[src/rtl/dyser_link_pkg.sv]
// Shared definitions for DySER switch-to-switch links: bundle width, valid bit
// position and a constant clog2 helper for pointer/count sizing.
`ifndef PATH_WIDTH
`define PATH_WIDTH 15
`endif

package dyser_link_pkg;

  localparam int PATH_WIDTH = `PATH_WIDTH;
  localparam int BUNDLE_W   = PATH_WIDTH + 1;
  localparam int VALID_BIT  = 1;

  function automatic int clog2(input int value);
    int r;
    r = 0;
    while ((1 << r) < value) r++;
    return r;
  endfunction

endpackage

[src/rtl/switch_input_fifo.sv]
// Storage half of the switch input buffer: circular FIFO with pointers, count
// and full/empty flags. Callers gate wr against full and deq against empty.
module switch_input_fifo
  import dyser_link_pkg::*;
#(
  parameter int W     = BUNDLE_W,
  parameter int DEPTH = 2
) (
  input  logic         clk,
  input  logic         rst,
  input  logic         wr,
  input  logic [W-1:0] wdata,
  input  logic         deq,
  output logic [W-1:0] rdata,
  output logic         empty,
  output logic         full
);

  // DEPTH is a power of 2, so pointers wrap for free at PTR_W bits.
  localparam int PTR_W = clog2(DEPTH);
  localparam int CNT_W = clog2(DEPTH + 1);

  logic [W-1:0]     mem [DEPTH];
  logic [PTR_W-1:0] wr_ptr;
  logic [PTR_W-1:0] rd_ptr;
  logic [CNT_W-1:0] count;

  always_ff @(posedge clk) begin
    if (wr) mem[wr_ptr] <= wdata;
  end

  always_ff @(posedge clk or posedge rst) begin
    if (rst) begin
      wr_ptr <= '0;
      rd_ptr <= '0;
      count  <= '0;
    end else begin
      if (wr)  wr_ptr <= wr_ptr + PTR_W'(1);
      if (deq) rd_ptr <= rd_ptr + PTR_W'(1);
      count <= count + CNT_W'(wr) - CNT_W'(deq);
    end
  end

  assign empty = (count == '0);
  assign full  = (count == CNT_W'(DEPTH));
  assign rdata = empty ? '0 : mem[rd_ptr];

endmodule

[src/rtl/switch_input_buffer.sv]
// Receiving end of a DySER switch link: buffers upstream bundles, multicasts the
// head to selecting outputs, returns one credit per retired entry.
// Optional sticky overflow check: define SWITCH_INPUT_OVERFLOW_CHK_EN.
module switch_input_buffer
  import dyser_link_pkg::*;
#(
  parameter int PW      = PATH_WIDTH,
  parameter int NUM_OUT = 5,
  parameter int DEPTH   = 2
) (
  input  logic               clk,
  input  logic               rst,
  input  logic [PW:0]        d_in,
  output logic               credit_out,
  input  logic [NUM_OUT-1:0] sel,
  input  logic [NUM_OUT-1:0] out_ready,
  output logic [PW:0]        d_out,
  output logic [NUM_OUT-1:0] out_taken,
  output logic               empty,
  output logic               full,
  output logic               ovf_err
);

  // Handshake: the head is offered to every output with sel set; output i takes
  // it in a cycle where it is still pending and out_ready[i] is high. The entry
  // retires when the last pending selector takes it; served remembers earlier takers.
  logic [NUM_OUT-1:0] served;
  logic [NUM_OUT-1:0] pending;
  logic [NUM_OUT-1:0] take;
  logic               wr;
  logic               deq;
  logic               fifo_empty;
  logic               fifo_full;

  assign pending = sel & ~served;
  assign take    = pending & out_ready & {NUM_OUT{~fifo_empty}};
  assign deq     = ~fifo_empty & (|sel) & ((pending & ~out_ready) == '0);
  assign wr      = d_in[VALID_BIT] & (~fifo_full | deq);

  switch_input_fifo #(
    .W     (PW + 1),
    .DEPTH (DEPTH)
  ) u_fifo (
    .clk   (clk),
    .rst   (rst),
    .wr    (wr),
    .wdata (d_in),
    .deq   (deq),
    .rdata (d_out),
    .empty (fifo_empty),
    .full  (fifo_full)
  );

  always_ff @(posedge clk or posedge rst) begin
    if (rst) begin
      served     <= '0;
      credit_out <= 1'b0;
    end else begin
      served     <= deq ? '0 : (served | take);
      credit_out <= deq;
    end
  end

  assign out_taken = take;
  assign empty     = fifo_empty;
  assign full      = fifo_full;

`ifdef SWITCH_INPUT_OVERFLOW_CHK_EN
  logic ovf_q;

  always_ff @(posedge clk or posedge rst) begin
    if (rst) ovf_q <= 1'b0;
    else if (d_in[VALID_BIT] & fifo_full & ~deq) ovf_q <= 1'b1;
  end

  always @(posedge clk) begin
    if (!rst && d_in[VALID_BIT] && fifo_full && !deq)
      $error("switch_input_buffer: write while full, bundle dropped");
  end

  assign ovf_err = ovf_q;
`else
  assign ovf_err = 1'b0;
`endif

endmodule

[config.mk]
export PLATFORM = sky130hd
export DESIGN_NAME = switch_input_buffer
export DESIGN_NICKNAME = d
export VERILOG_FILES = /design/src/rtl/dyser_link_pkg.sv /design/src/rtl/switch_input_fifo.sv /design/src/rtl/switch_input_buffer.sv
export SDC_FILE = /design/constraint.sdc
export NUM_CORES = 1
export LEC_CHECK = 0
export ABC_AREA = 1
export CORE_MARGIN = 1.5
export CORE_UTILIZATION = 44
export CTS_BUF_LIST = sky130_fd_sc_hd__clkbuf_8
export DETAILED_ROUTE_END_ITERATION = 8
export GPL_TIMING_DRIVEN = 1
export PLACE_DENSITY = 0.86
export RECOVER_POWER = 100
export SLEW_MARGIN = 10
export SYNTH_ARGS = -nofsm -noshare
export SYNTH_HDL_FRONTEND = slang
export SYNTH_SLANG_ARGS = --single-unit
[constraint.sdc]
create_clock -name clk -period 2.3 [get_ports clk]
set_clock_uncertainty 0.2 [all_clocks]
set_input_delay 0.46 -clock clk [delete_from_list [all_inputs] [get_ports clk]]
set_output_delay 0.46 -clock clk [all_outputs]
set_load 0.01 [all_outputs]
==> impl_metrics.toml, run 1 <==
[layout]
antennaDiodeCount = 0
nFillCells = 308
final_common_cell = "nand2_1"
final_cell_mix = "nand2_1, edfxtp_1, dlygate4sd2_1"
drive_gt1_share_pct = 18.1
syn_to_final_growth_pct = 42.8
multi_input_area_um2 = 505
nets = 265
regArea_mm2 = 0.00121

[power]
powerDensity_mw_per_mm2 = 1200
leakage_nw = 1.17
fin_total_pwr_w = 0.00313
ir_worst_vdd_mv = 0.559

[routing]
drc = 0
first_pass_iters = 4
via_count = 1365
top_layer = "met4"
ant_nets = 0
wl_per_cell_um = 12.8
wl_met1_mm = 1.40
wl_mm = 3.66
route.met2.wl_mm = 2.05
dr_wl_met3_um = 116
vias_per_cell = 4.76
drt-initial-drc-count = 33

[placement]
port_buffers = 51
dp_hpwl_mm = 2.72
gp_congestion = 0.784

[sta]
period_needed_ns = 2.24
setup_tns_ns = 0
hold_violations = 0
setup_viol = 0
fin_crit_sh_pct = 97.2
max_freq_mhz = 447
drv_slew = 0

[worst_hold_path]
holdCritStartpoint = "u_fifo.wr_ptr"
hold_depth = 2
min_path_type = "reg2reg"
min_to = "u_fifo.wr_ptr"

[cts]
h-tree-depth = 2
cts_made_buffers = 5
clock_sinks = 42
cts.path.max_buffers = 2
cts_tree = "done"
clk_pin_slew_ns = 0.07
clkLatencyLatePin_ns = 0.29
cts-root-buf = "clkbuf_8"

[synth]
synth_top_area_share_pct = 52.7
syn-instance-count = 166
synth_area_leaders = "edfxtp_1, dfrtp_1, nand2_1, a21oi_1, inv_1"
yosys_register_bits = 42
avgSynthCellArea_um2 = 11.0
yosysTopAreaCell = "edfxtp_1"
synth_nets = 195
netlist_area_mm2 = 0.00182
ys_types = 23
ys_seq_area_share_pct = 66.4
ys_warn_count = 0

[job]
maxCapViolCount = 0

[global_routing]
antenna_found_initial = 0
grt_usage_pct = 17.4
grt_max_degree = 18
globalRoute.totalOverflow = 0
grt_pass1_wl_mm = 5.64
grt_pass1_vias = 1307

[worst_setup_path]
worstPathArrival_ns = 1.58
regToRegStartpoint = "u_fifo.count[1]"
rrSetupSlack_ns = 0.33
start_kind = "primary input"
critPathMaxFanout = 2
cp-end-kind = "primary output"
timing.rr.end = "u_fifo.count[1]"
critPathKind = "in2out"
r2r_cells = 10
cp.required_ns = 1.64

[floorplan]
start_util_pct = 45.6
fp.dieH_um = 67.4
dieArea_mm2 = 0.00454
die_w_um = 67.4
io_pins = 53
coreArea_mm2 = 0.00400
rows = 23

[run_status]
outcome = "finished clean"
-- flip-flops by register name (all words and copies together), names as in the netlist --
| register | flops |
|---|---|
| served | 5 |
| credit_out | 1 |
| u_fifo.count | 2 |
| u_fifo.wr_ptr | 1 |
| u_fifo.mem | 32 |
| u_fifo.rd_ptr | 1 |
-- cell usage after synthesis (all sizes together) --
library cell	n
a21oi	16
buf	6
clkinv	1
conb	1
dfrtp	10
edfxtp	32
ha	1
inv	19
nand2	46
nand3	8
nand3b	2
nor2	18
nor4	3
or2	1
xor2	2
-- power breakdown --
part | internal [W] | switching (W)
clock network | 0.000325 | 0.000248
logic | 0.000641 | 0.000775
registers | 0.00105 | 0.0000825
-- metal layers --
layer / track usage (%) / vias to the layer above
li1: - / 680
met1: 18.7 / 647
met2: 30.9 / 29
met3: 3.50 / 9
met4: 11.2 / 0
met5: 0 / -
-- layout make-up --
cell class / instances / area share [%]
flip-flops and latches: 42 / 46.5
repair buffers: 69 / 24.1
multi-input cells: 98 / 19.4
inverters: 20 / 3.27
clock buffers: 5 / 2.64
well taps: 50 / 2.40
clock inverters: 3 / 1.68
-- timing repair --
item                                    4_1_cts  5_1_grt
pin swaps                                     0        2
gates resized for setup                      23        8
hold buffers                                  0        0
endpoints found under the setup margin       22        7
buffers inserted                              0        2
-- kinds of logic (layout without fill, tap and decap cells) --
kind of cell / count (synthesis) / count (layout) / synth area share, %
flip-flops: 42 / 42 / 66.4
AO/OA/AOI/OAI: 16 / 16 / 4.39
adder cells (fa/ha/maj): 1 / 1 / 0.686
buffers and inverters: 26 / 97 / 6.86
other: 1 / 1 / 0.206
XOR/XNOR: 2 / 2 / 0.960
AND/OR/NAND/NOR: 78 / 78 / 20.5
-- critical path, stage by stage --
cell and delay [ns]:
clkdlybuf4s50_1 0.48, inv_1 0.06, nor4_2 0.27, dlygate4sd2_1 0.30
-- how the worst max path moves through the flow --
stage	from	end	slack [ns]	depth (start not counted)
final	sel[4]	out_taken[4]	0.06	4
after detailed placement	sel[0]	u_fifo.count[1]	-0.29	14
after global routing	out_ready[0]	u_fifo.count[1]	-0.009	13
after CTS	sel[0]	u_fifo.count[1]	0.007	14
after global placement	sel[4]	out_taken[4]	-0.22	4
after floorplan	out_ready[4]	u_fifo.mem[1][0]	0.04	8
-- metrics by stage --
step	cells	instance area, µm²	worst slack [ns]	util [%]	hold WS [ns]
detailed placement	277	2480	-0.294	62.1	0.268
CTS	285	2570	0.00750	64.3	0.270
global placement	277	2480	-0.216	62.1	0.253
floorplan	166	1820	0.0443	-	0.100
global route	287	2610	-0.00915	65.1	0.317
finish	287	2610	0.0645	65.1	0.282
Power figures use the tool's default switching activity.
==> run 2, diff against run 1 <==
Settings changed: CORE_UTILIZATION 44 to 42, CTS_BUF_LIST sky130_fd_sc_hd__clkbuf_8 to unset, MAX_ROUTING_LAYER set to met4, PLACE_DENSITY 0.86 to 0.83.
==> impl_metrics.toml, run 2 (synthesis gave the netlist of run 1 again) <==
[run_status]
outcome = "finished clean"

[sta]
period_needed_ns = 2.25
fin_crit_sh_pct = 97.7
setup_tns_ns = 0
drv_slew = 0
max_freq_mhz = 445
hold_violations = 0
rsz0062_at_grt = "true"
setup_viol = 0

[power]
ir_worst_vdd_mv = 0.514
powerDensity_mw_per_mm2 = 1200
leakage_nw = 1.15

[global_routing]
busiest_layer = "met2"
use_met2_pct = 31.1
grt_max_degree = 18
grt_pass1_vias = 1334
globalRoute.totalOverflow = 0
antenna_found_initial = 0
grt_pass1_wl_mm = 5.60
grt_util_met3_pct = 2.44
grt_usage_pct = 17.2
use_met1_pct = 17.4

[cts]
cts-root-buf = "clkbuf_8"
clock_sinks = 42
cts_tree = "done"
post_cts_buffers = 0
cts.path.max_buffers = 2
clk_pin_slew_ns = 0.07
clkLatencyLatePin_ns = 0.29
cts_hold_buf = 0
cts_made_buffers = 5
h-tree-depth = 2

[layout]
syn_to_final_growth_pct = 41.3
largest_reg_flops = 32
nets = 264
final_common_cell = "nand2_1"
top_register = "u_fifo.mem"
final_cell_mix = "nand2_1, edfxtp_1, dlygate4sd2_1"
antennaDiodeCount = 0
final_area_mm2 = 0.00258
top_regs = "u_fifo.mem: 32 flops, served: 5 flops, u_fifo.count: 2 flops"
drive_gt1_share_pct = 14.4

[floorplan]
rows = 23
coreArea_mm2 = 0.00409
start_util_pct = 44.6
die_w_um = 68.9
dieArea_mm2 = 0.00475
io_pins = 53
fp.dieH_um = 68.9

[worst_setup_path]
critPathKind = "in2out"
critPathMaxFanout = 2
cp.required_ns = 1.64
start_kind = "primary input"
worstPathArrival_ns = 1.59
cp-end-kind = "primary output"

[routing]
drc = 0
first_pass_iters = 4
ant_nets = 0
vias_per_cell = 4.75
drt-initial-drc-count = 67
via_count = 1359
wl_per_cell_um = 12.6
wl_mm = 3.61

[job]
maxCapViolCount = 0

[placement]
gp_congestion = 0.779
placed_area_mm2 = 0.00250
port_buffers = 51
dp_hpwl_mm = 2.73

[worst_hold_path]
min_path_type = "reg2reg"
[run 2: cell count changes in the layout (fill, tap and decap cells not counted), moves of 2 or more]
cell / change
buf_4: -8
inv_1: +2
clkbuf_1: +3
clkbuf_4: +4
clkbuf_2: -2
[run 2: through the flow]
| step | setup WS, ns | std cells | hold slack [ns] | total power (W) | utilization, % |
|---|---|---|---|---|---|
| after floorplan | 0.0443 | 166 | 0.100 | 0.00192 | - |
| after global placement | -0.210 | 278 | 0.253 | 0.00266 | 61.3 |
| after detailed placement | -0.258 | 278 | 0.286 | 0.00271 | 61.3 |
| after CTS | 0.0304 | 286 | 0.264 | 0.00318 | 63.7 |
| after global routing | -0.0196 | 286 | 0.321 | 0.00329 | 63.1 |
| final | 0.0522 | 286 | 0.298 | 0.00308 | 63.1 |
[run 2: path summary, 6_finish.rpt]
kind	start	endpoint	slack [ns]	depth (start not counted)
hold / removal	u_fifo.wr_ptr	u_fifo.wr_ptr	0.30	2
min in group asynchronous	rst	u_fifo.rd_ptr	0.37	2
hold reg to reg	u_fifo.wr_ptr	u_fifo.wr_ptr	0.30	2
setup / recovery	sel[4]	out_taken[4]	0.05	4
max in group asynchronous	rst	u_fifo.wr_ptr	1.25	2
setup reg to reg	u_fifo.count[1]	u_fifo.count[1]	0.39	11
[run 2: critical path, stage by stage]
cell and delay, ns:
clkdlybuf4s50_1 0.48, inv_1 0.07, nor4_2 0.30, clkdlybuf4s15_1 0.28
[run 2: layout make-up]
class / instances / area (µm²)
Clock inverter: 3 / 43.8
Multi-Input combinational cell: 98 / 488
Timing Repair Buffer: 68 / 623
Tap cell: 50 / 62.6
Fill cell: 324 / 1510
Clock buffer: 5 / 68.8
Sequential cell: 42 / 1210
Inverter: 20 / 80.1
[run 2: what timing repair did]
| action | CTS | global route |
|---|---|---|
| gates resized for setup | 25 | 2 |
| pin swaps | 0 | 1 |
| setup endpoints to repair | 22 | 2 |
[run 2: metal layers]
metal | up-vias | share of wire [%]
li1 | 677 | -
met1 | 646 | 37
met2 | 27 | 56
met3 | 9 | 3.7
met4 | 0 | 3.2
met5 | - | 0
[run 2: power breakdown]
part	internal (W)	switching [W]
Clock	0.000325	0.000251
Sequential	0.00105	0.0000836
Combinational	0.000622	0.000748
==> run 3, diff against run 2 <==
Settings changed: PLACE_DENSITY 0.83 to 0.82, SYNTH_HIERARCHICAL set to 1.
==> impl_metrics.toml, run 3 <==
[run_status]
outcome = "finished clean"

[floorplan]
coreArea_mm2 = 0.00432
dieArea_mm2 = 0.00489
fp.dieH_um = 69.9
io_pins = 53
rows = 24
start_util_pct = 43.5
die_w_um = 69.9

[worst_setup_path]
start_kind = "primary input"
cpPeakStageDelay_ns = 0.48
crit_path_top_delay_cell = "clkdlybuf4s50_1"
critPathKind = "in2out"
cp-end-kind = "primary output"
worstPathCellList = "clkdlybuf4s50_1 -> inv_1 -> nor4_2 -> dlygate4sd2_1"
critPathMaxFanout = 2
worstPathArrival_ns = 1.55
cp.required_ns = 1.64

[cts]
h-tree-depth = 2
cts-root-buf = "clkbuf_8"
clkLatencyLatePin_ns = 0.29
cts.path.max_buffers = 2
cts_made_buffers = 5
clk_pin_slew_ns = 0.08
clock_sinks = 42
cts_tree = "done"

[layout]
top_regs = "u_fifo/mem: 32 flops, served: 5 flops, u_fifo/count: 2 flops"
antennaDiodeCount = 0
finalNonFillerCells = 291
largest_reg_flops = 32
drive_gt1_share_pct = 16.3
nFillCells = 356
syn_to_final_growth_pct = 38.7
final_common_cell = "nand2_1"
final_cell_mix = "nand2_1, edfxtp_1, inv_1"
nets = 268
top_register = "u_fifo/mem"

[synth]
synth_top_area_share_pct = 51.1
ys.flop_type = "edfxtp_1"
syn-instance-count = 168
synth_enable_flop_cells = 32
avgSynthCellArea_um2 = 11.2
ys_warn_count = 6
yosys_register_bits = 42
synth_area_leaders = "edfxtp_1, dfrtp_1, nand2_1, a21oi_2, inv_1"
yosysTopAreaCell = "edfxtp_1"
async_reset_ff_share_pct = 23.8
netlist_area_mm2 = 0.00188
ys_types = 22
ys_seq_area_share_pct = 64.4
synth_nets = 198
yosysMostFrequentCell = "nand2_1"
synthTopCellsByCount = "nand2_1, edfxtp_1, inv_1"

[sta]
drv_slew = 0
rsz0062_at_grt = "false"
setup_viol = 0
period_needed_ns = 2.21
hold_violations = 0
whs_ns = 0.310
max_freq_mhz = 452
fin_crit_sh_pct = 96.1

[routing]
wl_per_cell_um = 12.2
drc = 0
via_count = 1339
ant_nets = 0
first_pass_iters = 4
wl_mm = 3.56
drt-initial-drc-count = 33
vias_per_cell = 4.60

[global_routing]
grt_usage_pct = 15.7
grt_pass1_wl_mm = 5.71
grt_max_degree = 19
globalRoute.totalOverflow = 0
grt_pass1_vias = 1339
antenna_found_initial = 0

[placement]
port_buffers = 51
dp_hpwl_mm = 2.54
gp_congestion = 0.784
place_inst = 281

[power]
powerDensity_mw_per_mm2 = 1220
leakage_nw = 1.18
ir_worst_vdd_mv = 0.789

[worst_hold_path]
min_path_type = "reg2reg"

[job]
maxCapViolCount = 0
==> run 3: cell count changes in the layout (fill, tap and decap cells not counted), sizes merged, moves of 2 or more <==
| cell | before | now |
|---|---|---|
| buf | 10 | 12 |
| inv | 20 | 25 |
| clkinv | 2 | 0 |
| nand2 | 46 | 44 |
==> run 3: cells by family after synthesis <==
family	after synthesis	share of synthesized area, %
AO/OA/AOI/OAI	17	6.52
XOR/XNOR	2	0.932
adder cells (fa/ha/maj)	2	1.33
buffers and inverters	30	8.85
flip-flops	42	64.4
other	1	0.199
AND/OR/NAND/NOR	74	17.8
==> run 3: cell type report <==
cell class	instances	area [µm²]	area share (%)
clock buffer	6	82.6	3.17
inverter	25	101	3.88
timing repair buffer	68	602	23.1
sequential	42	1210	46.4
multi-input combinational	96	487	18.7
clock inverter	2	60.1	2.30
tap	52	65.1	2.49
==> run 3: worst max-delay path, delay by kind of cell <==
kind / cells / cell delay (ns)
buf+inv: 3 / 0.86
simple gates: 1 / 0.24
==> run 3: timing repair <==
action | in CTS | in global routing
endpoints found under the setup margin | 22 | 16
hold buffers | 0 | 0
pin swaps | 1 | 0
setup buffers | 2 | 0
resized for setup | 22 | 1
==> run 3: metal layers <==
layer	track usage [%]	routed length (µm)
met4	5.77	55
met5	-	0
met1	16.2	1460
met3	3.90	183
met2	28.9	1860
==> run 3: worst paths after layout <==
path | start | end | slack (ns) | cells after the start
max | sel[3] | out_taken[3] | 0.09 | 4
min | served[4] | served[4] | 0.31 | 2
max reg2reg | u_fifo/count[0] | u_fifo/mem[0][6] | 0.19 | 10
min reg2reg | served[4] | served[4] | 0.31 | 2
max in group asynchronous | rst | served[2] | 1.37 | 2
min in group asynchronous | rst | u_fifo/count[1] | 0.32 | 2
==> run 3: power by group <==
part           internal (W)  switching (W)  total, W
sequential          0.00106      0.0000886   0.00114
combinational      0.000587       0.000754   0.00134
clock              0.000463       0.000247  0.000710
total               0.00210        0.00109   0.00319
==> run 3: stage by stage <==
stage	utilization [%]	worst slack (ns)	power, W	setup TNS (ns)	cell area, µm²
after global placement	59.1	-0.165	0.00276	-4.22	2560
after global routing	60.3	0.00680	0.00340	0	2610
final	60.3	0.0890	0.00319	0	2610
after floorplan	-	0.0245	0.00204	0	1880
after detailed placement	59.1	-0.203	0.00280	-6.29	2560
after CTS	62.1	0.00487	0.00339	0	2690
